**src/rtl/dff_bank_load_ctrl_pkg.sv**
```systemverilog
// Shared definitions for the serial-load flip-flop bank: controller state
// encodings and helpers for sizing and for building the preset word.
package dff_bank_pkg;

    typedef logic [1:0] state_t;

    localparam state_t ST_IDLE   = 2'd0;
    localparam state_t ST_PRESET = 2'd1;
    localparam state_t ST_LOAD   = 2'd2;
    localparam state_t ST_DONE   = 2'd3;

    // Widest bank the preset helper can describe.
    localparam int MAX_WIDTH = 256;

    // Bits needed to index 0..n-1, never less than one.
    function automatic int idx_width(input int n);
        return (n > 2) ? $clog2(n) : 1;
    endfunction

    // Word with the low 'width' bits set; callers size-cast it to their bank.
    function automatic logic [MAX_WIDTH-1:0] bank_all_ones(input int width);
        logic [MAX_WIDTH-1:0] r;
        r = '0;
        for (int i = 0; i < MAX_WIDTH; i++) begin
            if (i < width) r[i] = 1'b1;
        end
        return r;
    endfunction

endpackage

```
**src/rtl/dff_bank_load_ctrl_if.sv**
```systemverilog
// Bus between a serial configuration source (master) and the bank
// controller (slave): control requests, the serial beat handshake and the
// parallel word and status seen by downstream logic.
interface dff_bank_load_ctrl_if
    import dff_bank_pkg::*;
#(
    parameter int WIDTH = 8
);
    localparam int IDX_W = idx_width(WIDTH);

    logic             start;
    logic             pre_req;
    logic             sin;
    logic             sin_valid;
    logic             sin_ready;
    logic [WIDTH-1:0] q;
    logic [IDX_W-1:0] bit_idx;
    logic             busy;
    logic             done;

    modport master (
        output start, pre_req, sin, sin_valid,
        input  sin_ready, q, bit_idx, busy, done
    );

    modport slave (
        input  start, pre_req, sin, sin_valid,
        output sin_ready, q, bit_idx, busy, done
    );

endinterface

```
**src/rtl/dff_bank_load_ctrl_bit_counter.sv**
```systemverilog
// Index of the next bank bit to be written. Clear has priority over
// increment, and an increment at the last bit returns to zero rather than
// running past the end of the bank.
module bank_bit_counter
    import dff_bank_pkg::*;
#(
    parameter int WIDTH = 8,
    parameter int IDX_W = idx_width(WIDTH)
) (
    input  logic             clk,
    input  logic             rst_n,
    input  logic             clr,
    input  logic             inc,
    output logic [IDX_W-1:0] idx,
    output logic             at_last
);

    localparam logic [IDX_W-1:0] LAST_IDX = IDX_W'(WIDTH - 1);

    assign at_last = (idx == LAST_IDX);

    // Bit index register: clear, step, or hold.
    // NOTE: reset sits in the sensitivity list so the index clears the moment
    // rst_n falls, with no clock required.
    always_ff @(posedge clk or negedge rst_n) begin
        if (!rst_n) begin
            idx <= '0;
        end else if (clr || (inc && at_last)) begin
            // NOTE: non-blocking assignment keeps every register reading the
            // pre-edge value of every other register, whatever the block order.
            idx <= '0;
        end else if (inc) begin
            idx <= idx + 1'b1;
        end
    end

endmodule

```
**src/rtl/dff_bank_load_ctrl.sv**
```systemverilog
// Controller and storage for a bank of preset-able flip-flops. A word is
// shifted in one bit per accepted valid/ready beat (LSB first, via per-bit
// write enables), or the whole bank is forced to ones by a preset request,
// which also aborts a load in progress.
module dff_bank_load_ctrl
    import dff_bank_pkg::*;
#(
    parameter int WIDTH         = 8,
    parameter int PRESET_CYCLES = 2
) (
    input  logic                clk,
    input  logic                rst_n,
    dff_bank_load_ctrl_if.slave bus
);

    localparam int               IDX_W    = idx_width(WIDTH);
    localparam int               PC_W     = idx_width(PRESET_CYCLES);
    localparam logic [WIDTH-1:0] ALL_ONES = WIDTH'(bank_all_ones(WIDTH));
    localparam logic [PC_W-1:0]  PC_LOAD  = PC_W'(PRESET_CYCLES - 1);

    state_t          state;
    state_t          state_nxt;
    logic [PC_W-1:0] pre_cnt;
    logic            cnt_clr;
    logic            cnt_inc;
    logic            at_last;
    logic            accept;
    logic            enter_preset;

    // A preset request refuses the beat in the same cycle it is raised.
    assign bus.sin_ready = (state == ST_LOAD) && !bus.pre_req;
    assign accept        = bus.sin_valid && bus.sin_ready;
    assign bus.busy      = (state != ST_IDLE);
    assign bus.done      = (state == ST_DONE);

    // Entering PRESET from IDLE or LOAD is what loads the bank with ones.
    assign enter_preset  = (state_nxt == ST_PRESET) && (state != ST_PRESET);

    bank_bit_counter #(
        .WIDTH (WIDTH),
        .IDX_W (IDX_W)
    ) u_bit_counter (
        .clk     (clk),
        .rst_n   (rst_n),
        .clr     (cnt_clr),
        .inc     (cnt_inc),
        .idx     (bus.bit_idx),
        .at_last (at_last)
    );

    // Next-state and bit-counter control decode.
    always_comb begin
        // NOTE: every output of this block gets a default first, so no path
        // leaves one unassigned and no latch is inferred.
        state_nxt = state;
        cnt_clr   = 1'b0;
        cnt_inc   = 1'b0;
        case (state)
            ST_IDLE: begin
                if (bus.pre_req) begin
                    state_nxt = ST_PRESET;
                end else if (bus.start) begin
                    state_nxt = ST_LOAD;
                    cnt_clr   = 1'b1;
                end
            end
            ST_PRESET: begin
                if (pre_cnt == '0) state_nxt = ST_IDLE;
            end
            ST_LOAD: begin
                if (bus.pre_req) begin
                    state_nxt = ST_PRESET;
                    cnt_clr   = 1'b1;
                end else if (accept) begin
                    cnt_inc = 1'b1;
                    if (at_last) begin
                        state_nxt = ST_DONE;
                        cnt_clr   = 1'b1;
                    end
                end
            end
            ST_DONE: begin
                state_nxt = ST_IDLE;
            end
            default: begin
                state_nxt = ST_IDLE;
            end
        endcase
    end

    // Controller state register.
    always_ff @(posedge clk or negedge rst_n) begin
        if (!rst_n) state <= ST_IDLE;
        else        state <= state_nxt;
    end

    // Bank flops: all ones on entry to preset, else a single-bit write per beat.
    always_ff @(posedge clk or negedge rst_n) begin
        if (!rst_n) begin
            bus.q <= '0;
        end else if (enter_preset) begin
            bus.q <= ALL_ONES;
        end else if (accept) begin
            bus.q[bus.bit_idx] <= bus.sin;
        end
    end

    // Preset dwell counter: loaded on entry, counts down to the exit cycle.
    always_ff @(posedge clk or negedge rst_n) begin
        if (!rst_n) begin
            pre_cnt <= '0;
        end else if (enter_preset) begin
            pre_cnt <= PC_LOAD;
        end else if ((state == ST_PRESET) && (pre_cnt != '0)) begin
            pre_cnt <= pre_cnt - 1'b1;
        end
    end

endmodule

```
**src/flat_wrapper.sv**
```systemverilog
// flat-port wrapper written by rule: the top's interface ports become plain ports
module dff_bank_load_ctrl_flat import dff_bank_pkg::*;
#(
    parameter int WIDTH         = 8,
    parameter int PRESET_CYCLES = 2
)
  (clk, rst_n, bus_start, bus_pre_req, bus_sin, bus_sin_valid, bus_sin_ready, bus_q, bus_bit_idx, bus_busy, bus_done);
  dff_bank_load_ctrl_if #(.WIDTH(WIDTH)) bus_i ();
  input  logic clk;
  input  logic rst_n;
  input wire logic [$bits(bus_i.start)-1:0] bus_start;
  input wire logic [$bits(bus_i.pre_req)-1:0] bus_pre_req;
  input wire logic [$bits(bus_i.sin)-1:0] bus_sin;
  input wire logic [$bits(bus_i.sin_valid)-1:0] bus_sin_valid;
  output wire logic [$bits(bus_i.sin_ready)-1:0] bus_sin_ready;
  output wire logic [$bits(bus_i.q)-1:0] bus_q;
  output wire logic [$bits(bus_i.bit_idx)-1:0] bus_bit_idx;
  output wire logic [$bits(bus_i.busy)-1:0] bus_busy;
  output wire logic [$bits(bus_i.done)-1:0] bus_done;
  assign bus_i.start = bus_start;
  assign bus_i.pre_req = bus_pre_req;
  assign bus_i.sin = bus_sin;
  assign bus_i.sin_valid = bus_sin_valid;
  assign bus_sin_ready = bus_i.sin_ready;
  assign bus_q = bus_i.q;
  assign bus_bit_idx = bus_i.bit_idx;
  assign bus_busy = bus_i.busy;
  assign bus_done = bus_i.done;
  dff_bank_load_ctrl #(.WIDTH(WIDTH), .PRESET_CYCLES(PRESET_CYCLES)) u_core (.clk(clk), .rst_n(rst_n), .bus(bus_i));
endmodule
```
**config.mk**
```make
export PLATFORM = sky130hd
export DESIGN_NAME = dff_bank_load_ctrl_flat
export DESIGN_NICKNAME = d
export VERILOG_FILES = /design/src/rtl/dff_bank_load_ctrl_pkg.sv /design/src/rtl/dff_bank_load_ctrl_if.sv /design/src/rtl/dff_bank_load_ctrl_bit_counter.sv /design/src/rtl/dff_bank_load_ctrl.sv /design/src/flat_wrapper.sv
export SDC_FILE = /design/constraint.sdc
export NUM_CORES = 1
export LEC_CHECK = 0
export ABC_CLOCK_PERIOD_IN_PS = 4000
export CAP_MARGIN = 40
export CORE_ASPECT_RATIO = 0.9
export CORE_MARGIN = 10
export CORE_UTILIZATION = 45
export DETAILED_ROUTE_END_ITERATION = 6
export PLACE_DENSITY = 0.75
export SLEW_MARGIN = 30
export SYNTH_ARGS = -nofsm -noshare
export SYNTH_HDL_FRONTEND = slang
export SYNTH_HIERARCHICAL = 1
export SYNTH_SLANG_ARGS = --single-unit
```
**constraint.sdc**
```tcl
create_clock -name clk -period 4 [get_ports clk]
set_input_delay 0.6 -clock clk [delete_from_list [all_inputs] [get_ports clk]]
set_output_delay 0.6 -clock clk [all_outputs]
set_load 0.005 [all_outputs]
```
==> After elaboration in Yosys (flattened, before gate mapping) <==
Index checks and enable logic that the tools add are counted.
{ "totals": {"regBits": 14, "latchBits": 0, "ramBits": 0, "mem_bits_ro": 0, "input_bits": 6, "out_inout_bits": 14, "word_cells": 52, "mem_count": 0} }
{ "op_classes": {"add_sub_neg": 2, "multipliers": 0, "n_div": 0, "magnitude_cmp": 2, "eq_ne": 6, "shift": 0, "muxes": 25, "bitwise": 0, "n_reduce_logical": 13} }
{ "op_table": {"columns": ["cell", "n"], "rows": [
  ["$mux W8", 2],
  ["$mux W2", 6],
  ["$mux W1", 11],
  ["$bwmux W8", 1],
  ["$pmux W2 S4", 1],
  ["$reduce_bool A2 Y1", 4],
  ["$logic_and A1 B1 Y1", 6],
  ["$mux W3", 2],
  ["$eq A2 B1 Y1 const B", 2],
  ["$eq A2 B2 Y1 const B", 2],
  ["$lt A3 B4 Y1 const B", 1],
  ["$add A3 B1 Y3 const B", 1],
  ["$demux W1 S3", 1],
  ["$eq A3 B3 Y1 const B", 1],
  ["$ge A3 B1 Y1 const B", 1],
  ["$logic_not A2 Y1", 1],
  ["$ne A2 B1 Y1 const B", 1],
  ["$pmux W1 S2", 1],
  ["$logic_not A1 Y1", 1],
  ["$logic_or A1 B1 Y1", 1],
  ["$sub A1 B1 Y1 const B", 1]
]} }

==> Longest topological paths before layout <==
Gate-level depths: netlist (run 1).
{ "depth": {"depth_word": 9, "mapped_depth": 6, "mapped_depth_nobuf": 6} }

==> Cells and area by module <==
The synthesis (run 1) kept the hierarchy.
{ "modules_own_cells": {"columns": ["mod", "instances", "cells_each", "area_each_um2", "seq_area_each_um2"], "rows": [
  ["dff_bank_load_ctrl", 1, 63, 619.3, 275.3],
  ["bank_bit_counter", 1, 12, 155.1, 75.1]
]} }

==> Worst setup path after synthesis (run 1) <==
No wires, ideal clock.
{ "synth_timing": {"path_type": "register -> register", "from": "register u_core.u_bit_counter.idx[0]", "to": "register u_core.u_bit_counter.idx[0]", "setup_time_ns": 0.121, "arrival_time_ns": 1.511, "required_ns": 3.879, "slack_ns": 2.368, "stages_incl_launch_ff": 7, "path_buffers": 0, "period_less_slack_ns": 1.632, "path_cell_list": "dfrtp_1 -> ha_1 -> ha_1 -> nand2_1 -> a311oi_1 -> nor2_1 -> a22o_2"} }
{ "synth_via": {"elab_chain_cells": 7, "elab_cells_between_ends": 11, "classes_between": "add/sub (1); eq/ne (1); mux (6); reduce/logical (3)"} }
{ "synth_lines": {"columns": ["item", "line", "source"], "rows": [
  ["start: declaration", "dff_bank_load_ctrl_bit_counter.sv:14", "output logic [IDX_W-1:0] idx,"],
  ["start signal: assignment", "dff_bank_load_ctrl_bit_counter.sv:33", "idx <= idx + 1'b1;"],
  ["$eq A3 B3 Y1 (*)", "dff_bank_load_ctrl_bit_counter.sv:20", "assign at_last = (idx == LAST_IDX);"],
  ["via u_core.at_last", "dff_bank_load_ctrl.sv:26", "logic at_last;"],
  ["$mux W1 (*)", "dff_bank_load_ctrl.sv:76", "if (at_last) begin"],
  ["$mux W1 (*)", "dff_bank_load_ctrl.sv:74", "end else if (accept) begin"],
  ["$mux W1 (*)", "dff_bank_load_ctrl.sv:71", "if (bus.pre_req) begin"],
  ["$pmux W1 S2 (*)", "dff_bank_load_ctrl.sv:58", "case (state)"],
  ["via u_core.cnt_clr", "dff_bank_load_ctrl.sv:24", "logic cnt_clr;"],
  ["$logic_or A1 B1 Y1 (*)", "dff_bank_load_ctrl_bit_counter.sv:28", "end else if (clr || (inc && at_last)) begin"],
  ["$mux W3 / $reduce_bool A2 Y1 (equally long branches)", null, null]
]} }
Mark *: on every way through the listed nets, which the timed path passes. The rest lies on a longest branch. The select of a mux whose other input is x is not followed.
A chain may end at the register's enable or synchronous reset.

==> Worst setup path after layout (run 1) <==
{ "layout_timing": {"from": "input bus_pre_req", "to": "output bus_sin_ready"} }
{ "layout_via": {"elab_chain_cells": 2} }
{ "layout_lines": {"columns": ["item", "line", "source"], "rows": [
  ["start: declaration", "flat_wrapper.sv:12", "input wire logic [$bits(bus_i.pre_req)-1:0] bus_pre_req;"],
  ["$logic_not A1 Y1", "dff_bank_load_ctrl.sv:31", "assign bus.sin_ready = (state == ST_LOAD) && !bus.pre_req;"],
  ["$logic_and A1 B1 Y1", "dff_bank_load_ctrl.sv:31", null],
  ["end: declaration", "flat_wrapper.sv:15", "output wire logic [$bits(bus_i.sin_ready)-1:0] bus_sin_ready;"]
]} }
Every way passes these cells.

==> qor.yml, run 1 <==
critical_path:
  cp_data_arrival_time_ns: 1.85
  reg2reg_slack_ns: 2.04
  ff2ff_path_depth: 6
  startpoint: "bus_pre_req"
  end_kind: "primary output"
  r2r_end: "u_core/u_bit_counter/idx[2]$_DFFE_PN0P_"
  crit_fanout: 7
  r2r_start: "u_core/u_bit_counter/idx[0]$_DFFE_PN0P_"
  worst-setup-path-type: "primary input to primary output"
  worst_ep_required_time_ns: 3.40
  endpoint: "bus_sin_ready"
  worstSetupStartpointType: "primary input"
logic_synthesis:
  ys_seq_area_share_pct: 45.2
  ys_seq_elements: 14
  synth_area_um2: 774
  synth_top_area_share_pct: 45.2
  ys_top_cells_by_count: "14 x dfrtp_1, 14 x nor2_1, 8 x mux2i_1"
  synth_cells: 75
  ys_types: 30
  synth_area_leader_cell: "dfrtp_1"
  synth-edff-count: 0
  synth_nets: 83
  synth_ff_type: "dfrtp_1"
  synth_area_leaders: "dfrtp_1 45%, mux2i_1 10%, nor2_1 6.8%"
  async_flop_share_pct: 100
  syn_avg_cell_area_um2: 10.3
  yosysWarnings: 6
min_path:
  min_path_type: "register to register"
routing:
  first_pass_iters: 4
  vias_per_cell: 5.18
  routed_wirelength_um: 1610
  drc: 0
  drt_iter0_markers: 25
  avgRoutedWirePerCell_um: 13.7
  drt.antenna.violating_nets: 0
  vias: 606
sta:
  hold_viol_final: 0
  setup_tns_ns: 0
  tightest_slew_ns: 0.651
  clock.fmax_mhz: 408
  slew_viol_final: 0
  setup_violations: 0
  max_slew_margin_pct: 56.5
  skew_ns: 0.000778
  min_period_ns: 2.45
  rsz0062_at_grt: "no"
  finalCritPeriodShare_pct: 61.3
  fin_hold_ws_ns: 0.535
cts:
  clock-root-buffer: "clkbuf_4"
  clkTransAtPathRegs_ns: 0.08
  hold_buffers: 0
  htreeDepth: 1
  numCtsBuffers: 3
  clkSinkCount: 14
  cts_setup_buffers: 0
  clk_path_buf_depth: 2
  cts_tree: "yes"
  clk_latency_ns: 0.27
  cts.repair.resized: 0
cells_and_area:
  fin_cells: 117
  final_nets: 102
  syn_to_final_growth_pct: 28.8
  layout-drive-gt1-share_pct: 12.9
  n_antenna_cell: 0
placement:
  dpl.cell_count: 113
  portBuffers: 19
  gp_congestion: 0.752
  hpwl_um: 1180
grt:
  gr-total-overflow: 0
  grtUsageMet2_pct: 14.2
  gr-usage-met1_pct: 10.1
  grt_pass1_wl_um: 2710
  grt_max_degree: 15
  grtUsageTotal_pct: 9.08
  grt_pass1_vias: 556
  grt_busiest_layer: "met2"
  met3_usage_pct: 4.54
  antenna_found_initial: 0
power_and_ir_drop:
  power_density_nw_per_um2: 400
  vdd_drop_max_uv: 226
  leakage_nw: 0.393
floorplanning:
  num_rows: 14
  die_h_um: 59.4
  initial_core_util_pct: 47.0
  die_w_um: 63.7
  fp.dieArea_um2: 3780
  pin_count: 20
  core-area_um2: 1650
outcome:
  run_status: "completed"
flow_run:
  drv_cap: 0
==> power by group <==
group	internal [mW]	switching (mW)	total, mW	leakage [nW]
Combinational	0.0589	0.0454	0.104	0.224
Clock	0.0553	0.0449	0.100	0.0210
Sequential	0.159	0.0355	0.194	0.149
==> critical path, cell delays in order <==
cell             delay [ns]
clkdlybuf4s50_1        0.51
nor3b_1                0.21
clkdlybuf4s50_1        0.53
==> registers in the layout, indices dropped and copies added (netlist names) <==
name,cells
u_core/u_bit_counter/idx,3
u_core/pre_cnt,1
u_core/bus.q,8
u_core/state,2
==> metal layers <==
metal / routed length, um / vias up
met5: 0 / -
met4: 0 / 0
met3: 160 / 0
met2: 792 / 22
met1: 654 / 285
li1: - / 299
==> per-stage QoR <==
stage / setup WS, ns / utilization [%] / total power, mW / area [um2]
after floorplan: 2.37 / - / 0.269 / 774
after global placement: 1.57 / 58.4 / 0.298 / 961
after detailed placement: 1.54 / 58.4 / 0.302 / 961
after CTS: 1.53 / 60.6 / 0.404 / 997
after global routing: 1.40 / 60.6 / 0.426 / 997
final: 1.55 / 60.6 / 0.399 / 997
==> layout by cell type, fill, tap and decap left out, types with 3 or more instances in the layout <==
cell type,synthesis,routed
mux2i_1,8,8
clkdlybuf4s50_1,0,19
nor2_1,14,14
nand2_1,5,5
clkbuf_4,0,3
nor3_1,3,3
dfrtp_1,14,14
==> logic make-up (layout without fill, tap and decap cells) <==
group                      Yosys count  after routing  synth area share, %
and+or+nand+nor                     35             35                 27.5
DFF                                 14             14                 45.2
AOI/OAI and AO/OA                    8              8                 7.92
muxes                                8              8                 10.3
buffers and inverters                8             26                 5.82
adders and majority gates            2              2                 3.23
==> worst min path at each step <==
stage          slack, ns                     endpoint                       start  cells past startpoint
5_1_grt             0.58   u_core/pre_cnt$_DFFE_PN0P_  u_core/pre_cnt$_DFFE_PN0P_                      2
2_1_floorplan       0.30  u_core/bus.q[0]$_DFFE_PN0P_                       rst_n                      0
4_1_cts             0.53   u_core/pre_cnt$_DFFE_PN0P_  u_core/pre_cnt$_DFFE_PN0P_                      2
3_3_place_gp        0.50   u_core/pre_cnt$_DFFE_PN0P_  u_core/pre_cnt$_DFFE_PN0P_                      2
6_report            0.53   u_core/pre_cnt$_DFFE_PN0P_  u_core/pre_cnt$_DFFE_PN0P_                      2
3_5_place_dp        0.51   u_core/pre_cnt$_DFFE_PN0P_  u_core/pre_cnt$_DFFE_PN0P_                      2
==> layout make-up <==
cell class | count | area (um2)
Inverter | 3 | 11.3
Clock buffer | 4 | 36.3
Multi-Input combinational cell | 53 | 379
Fill cell | 161 | 649
Timing Repair Buffer | 19 | 190
Sequential cell | 14 | 350
Tap cell | 24 | 30.0
Power figures use the tool's default switching activity.
==> inputs of run 2 (changes only) <==
ABC_CLOCK_PERIOD_IN_PS = 2500   (was 4000)
clock period = 2.5 ns   (was 4 ns; I/O delays follow)
==> run 2 against run 1 <==
Against the previous run:
- wire length up 1.0%
- non-clock buffer count up 1
- global-route usage down 0.11 points
- clock-buffer cell count down 1
- combinational power up 69%
- sequential power up 60%
- sequential share of layout area up 0.22 points
- clock skew up 0.0064 ns
- worst hold slack worse by 0.047 ns
- setup slack worse by 1.1 ns
- largest cell class unchanged
==> qor.yml, run 2 (synthesis results as in run 1) <==
cts:
  hold_buffers: 0
  clock-root-buffer: "clkbuf_4"
  clkTransAtPathRegs_ns: 0.08
  clk_path_buf_depth: 2
  cts_tree: "yes"
  cts_setup_buffers: 0
  numCtsBuffers: 3
  cts.repair.resized: 0
  clkSinkCount: 14
  htreeDepth: 1
  clk_latency_ns: 0.27
floorplanning:
  pin_count: 20
  fp.dieArea_um2: 3780
  core-area_um2: 1650
  initial_core_util_pct: 47.0
  die_h_um: 59.4
  die_w_um: 63.7
  num_rows: 14
sta:
  finalCritPeriodShare_pct: 81.7
  clock.fmax_mhz: 490
  setup_tns_ns: 0
  rsz0062_at_grt: "no"
  setup_violations: 0
  max_slew_margin_pct: 57.6
  min_period_ns: 2.04
  hold_viol_final: 0
  skew_ns: 0.00721
  slew_viol_final: 0
  tightest_slew_ns: 0.633
placement:
  portBuffers: 19
  gp_congestion: 0.751
  hpwl_um: 1200
  dpl.cell_count: 114
routing:
  drt.antenna.violating_nets: 0
  vias: 596
  avgRoutedWirePerCell_um: 13.9
  drt_iter0_markers: 8
  vias_per_cell: 5.09
  routed_wirelength_um: 1620
  first_pass_iters: 4
  drc: 0
cells_and_area:
  top_regs: "u_core/bus.q (8), u_core/u_bit_counter/idx (3), u_core/state (2)"
  fillers: 155
  largest_reg_flops: 8
  final_cell_mix: "19 x clkdlybuf4s50_1, 14 x nor2_1, 14 x dfrtp_1, 8 x mux2i_1, 5 x nand2_1"
  n_antenna_cell: 0
  layout_commonest_cell: "clkdlybuf4s50_1"
  layout-drive-gt1-share_pct: 12.9
  syn_to_final_growth_pct: 27.9
  final_nets: 103
  fin_cells: 117
  top_register: "u_core/bus.q"
power_and_ir_drop:
  p_comb_share_pct: 28.8
  power.share.sequential_pct: 50.9
  vdd_drop_max_uv: 380
  leakage_nw: 0.391
  clkPwrFrac_pct: 20.2
  intPower_mw: 0.409
  switchingPower_mw: 0.201
  power_density_nw_per_um2: 616
  p_sw_share_pct: 32.9
min_path:
  min_path_type: "primary input to asynchronous set/reset pin"
outcome:
  run_status: "completed"
grt:
  gr-total-overflow: 0
  grtUsageTotal_pct: 8.96
  grt_pass1_wl_um: 2710
  antenna_found_initial: 0
  grt_pass1_vias: 599
  grt_max_degree: 15
critical_path:
  end_kind: "primary output"
  crit_fanout: 7
  worst-setup-path-type: "primary input to primary output"
  worst_ep_required_time_ns: 2.12
  worstSetupStartpointType: "primary input"
  cp_data_arrival_time_ns: 1.67
flow_run:
  drv_cap: 0
==> run 2: cell count changes in the layout (fill, tap and decap cells not counted), sizes merged <==
cell    delta
buf        +1
clkbuf     -1
==> run 2: worst paths after layout <==
kind,from,end,slack (ns),cells past startpoint
setup / recovery,bus_pre_req,bus_sin_ready,0.46,3
hold / removal,rst_n,u_core/u_bit_counter/idx[2]$_DFFE_PN0P_,0.49,1
setup reg to reg,u_core/u_bit_counter/idx[0]$_DFFE_PN0P_,u_core/u_bit_counter/idx[0]$_DFFE_PN0P_,0.48,6
hold reg to reg,u_core/bus.q[0]$_DFFE_PN0P_,u_core/bus.q[0]$_DFFE_PN0P_,0.54,2
max in group asynchronous,rst_n,u_core/bus.q[1]$_DFFE_PN0P_,1.60,1
min in group clk,u_core/bus.q[0]$_DFFE_PN0P_,u_core/bus.q[0]$_DFFE_PN0P_,0.54,2
==> run 2: worst max-delay path, stage by stage <==
cell,delay (ns)
clkdlybuf4s50_1,0.51
nor3b_1,0.24
clkdlybuf4s50_1,0.54
==> run 2: power by group through the flow <==
stage	clock network (mW)	logic (mW)	registers, mW
3_3_place_gp	0	0.172	0.312
4_1_cts	0.128	0.177	0.310
2_1_floorplan	0	0.156	0.275
6_report	0.123	0.176	0.311
3_5_place_dp	0	0.176	0.314
5_1_grt	0.138	0.198	0.320
==> run 2: through the flow <==
step | hold WS, ns | utilization (%) | setup slack (ns) | cell area (um2) | total power, mW
detailed placement | 0.513 | 58.8 | 0.437 | 968 | 0.490
global placement | 0.501 | 58.8 | 0.525 | 968 | 0.484
floorplan | 0.0794 | - | 0.868 | 774 | 0.431
finish | 0.487 | 60.2 | 0.458 | 991 | 0.610
CTS | 0.506 | 60.2 | 0.440 | 991 | 0.615
global route | 0.530 | 60.2 | 0.312 | 991 | 0.656
==> run 2: cell type report <==
cell class	count	area, um2	share of cell area, %
clock buffers	3	22.5	2.27
inverters	3	11.3	1.14
multi-input cells	53	379	38.3
flip-flops and latches	14	350	35.4
well taps	24	30.0	3.03
repair buffers	20	198	19.9
==> run 2: metal layers <==
layer  vias up  part of all wire [%]  track usage, %
li1        300                     -               -
met1       285                    44            10.3
met2        11                    47            13.6
met3         0                   8.6            3.97
met4         0                     0            5.30
met5         -                     0               0
==> inputs of run 3 (changes only) <==
ABC_CLOCK_PERIOD_IN_PS = 2150   (was 2500)
clock period = 2.15 ns   (was 2.5 ns; I/O delays follow)
==> run 3 against run 2 <==
Against the previous run:
- combinational power grew 34%
- via count decreased by 3.7%
- cell count increased by 2.6%
- setup slack lost 0.20 ns
- cell area up 2.9%
- clock power grew 54%
- non-clock buffer count up 2
- global-route usage grew 0.51 points
- clock-buffer cell count up 1
- sequential share of layout area down 1.0 points
- wire length rose by 3.0%
- largest cell class unchanged
- highest routed layer is now met4
==> qor.yml, run 3 (synthesis results as in run 1) <==
grt:
  grt_pass1_wl_um: 2790
  grtUsageTotal_pct: 9.48
  gr-total-overflow: 0
  grt_pass1_vias: 605
  antenna_found_initial: 0
  grt_max_degree: 15
routing:
  wl_met3_um: 123
  routed_wirelength_um: 1670
  avgRoutedWirePerCell_um: 13.9
  wl_met1_um: 710
  vias: 574
  vias_per_cell: 4.78
  dr_wl_met2_um: 813
  top_layer: "met4"
  drc: 0
  first_pass_iters: 5
  drt_iter0_markers: 10
  drt.antenna.violating_nets: 0
cts:
  clock-root-buffer: "clkbuf_4"
  cts_tree: "yes"
  numCtsBuffers: 3
  clkTransAtPathRegs_ns: 0.09
  cts.repair.resized: 0
  clkSinkCount: 14
  hold_buffers: 0
  cts_setup_buffers: 0
  clk_path_buf_depth: 2
  clk_latency_ns: 0.28
  htreeDepth: 1
critical_path:
  r2r_start: "u_core/u_bit_counter/idx[2]$_DFFE_PN0P_"
  r2r_end: "u_core/u_bit_counter/idx[0]$_DFFE_PN0P_"
  worst-setup-path-type: "primary input to primary output"
  crit_family: "buffers and inverters"
  worst_ep_required_time_ns: 1.83
  ff2ff_path_depth: 5
  cp_slowest_cell: "clkdlybuf4s50_1"
  worstSetupStartpointType: "primary input"
  crit_chain: "clkdlybuf4s50_1 -> nor3b_1 -> clkdlybuf4s50_1"
  end_kind: "primary output"
  cp.depth: 3
  reg2reg_slack_ns: 0.37
  cpMostUsedCell: "clkdlybuf4s50_1"
  crit_buf_inv: 2
  cp_data_arrival_time_ns: 1.57
  crit_fanout: 7
  cp_slowest_stage_delay_ns: 0.53
power_and_ir_drop:
  vdd_drop_max_uv: 531
  power_density_nw_per_um2: 751
  leakage_nw: 0.409
sta:
  max_slew_margin_pct: 57.7
  clock.fmax_mhz: 527
  tightest_slew_ns: 0.632
  finalCritPeriodShare_pct: 88.2
  setup_violations: 0
  slew_viol_final: 0
  setup_tns_ns: 0
  min_period_ns: 1.90
  skew_ns: 0.00438
  rsz0062_at_grt: "no"
  hold_viol_final: 0
floorplanning:
  pin_count: 20
  num_rows: 14
  die_w_um: 63.7
  core-area_um2: 1650
  initial_core_util_pct: 47.0
  fp.dieArea_um2: 3780
  die_h_um: 59.4
cells_and_area:
  top_register: "u_core/bus.q"
  n_antenna_cell: 0
  final_nets: 105
  layout-drive-gt1-share_pct: 15.6
  largest_reg_flops: 8
  layout_commonest_cell: "clkdlybuf4s50_1"
  final_cell_mix: "19 x clkdlybuf4s50_1, 14 x nor2_1, 14 x dfrtp_1, 8 x mux2i_1, 5 x nand2_1"
  postLayoutCoreUtil_pct: 61.9
  top_regs: "u_core/bus.q (8), u_core/u_bit_counter/idx (3), u_core/state (2)"
  syn_to_final_growth_pct: 31.7
outcome:
  run_status: "completed"
placement:
  hpwl_um: 1240
  portBuffers: 19
  gp_congestion: 0.758
flow_run:
  drv_cap: 0
min_path:
  min_path_type: "primary input to asynchronous set/reset pin"
run 3: cell count changes in the layout (fill, tap and decap cells not counted), sizes merged:
| cell | delta |
|---|---|
| buf | +2 |
| clkbuf | +1 |
run 3: metal layers:
| metal | up-vias | track usage [%] |
|---|---|---|
| met5 | - | 0 |
| met4 | 0 | 6.54 |
| met3 | 2 | 4.35 |
| met2 | 9 | 15.3 |
| met1 | 262 | 9.75 |
| li1 | 301 | - |
run 3: worst max path at each step:
stage                                                        from                                 endpoint  slack (ns)
after global placement                                bus_pre_req                            bus_sin_ready        0.28
after floorplan           u_core/u_bit_counter/idx[0]$_DFFE_PN0P_  u_core/u_bit_counter/idx[0]$_DFFE_PN0P_        0.52
final                                                 bus_pre_req                            bus_sin_ready        0.25
after detailed placement                              bus_pre_req                            bus_sin_ready        0.24
after CTS                               u_core/state[1]$_DFF_PN0_                            bus_sin_ready        0.23
after global routing                    u_core/state[1]$_DFF_PN0_                            bus_sin_ready        0.10
run 3: layout make-up:
class / instances / area (um2)
clock buffer: 4 / 36.3
fill: 151 / 627
inverter: 3 / 11.3
multi-input combinational: 53 / 379
sequential: 14 / 350
tap: 24 / 30.0
timing repair buffer: 22 / 213
run 3: power breakdown:
part           switching [mW]  total (mW)  internal, mW  leakage, nW
registers              0.0472       0.342         0.295        0.149
logic                   0.110       0.235         0.125        0.240
clock network          0.0860       0.189         0.103       0.0210
total                   0.243       0.766         0.524        0.409
run 3: worst register-to-register path, delay by kind of cell, from the launching register on:
| kind | cells | cell delay, ns |
|---|---|---|
| simple gates | 2 | 0.16 |
| flops | 1 | 0.55 |
| compound gates | 2 | 0.66 |
| fa+ha+maj | 1 | 0.31 |
run 3: per-stage QoR:
stage               instances  total power [mW]  instance area (um2)  setup WS, ns  hold WS [ns]
floorplan                  75             0.501                  774         0.518        0.0269
global placement          116             0.574                  983         0.279         0.502
detailed placement        116             0.584                  983         0.240         0.508
CTS                       120             0.776                 1020         0.232         0.450
global route              120             0.817                 1020         0.105         0.461
finish                    120             0.766                 1020         0.253         0.430
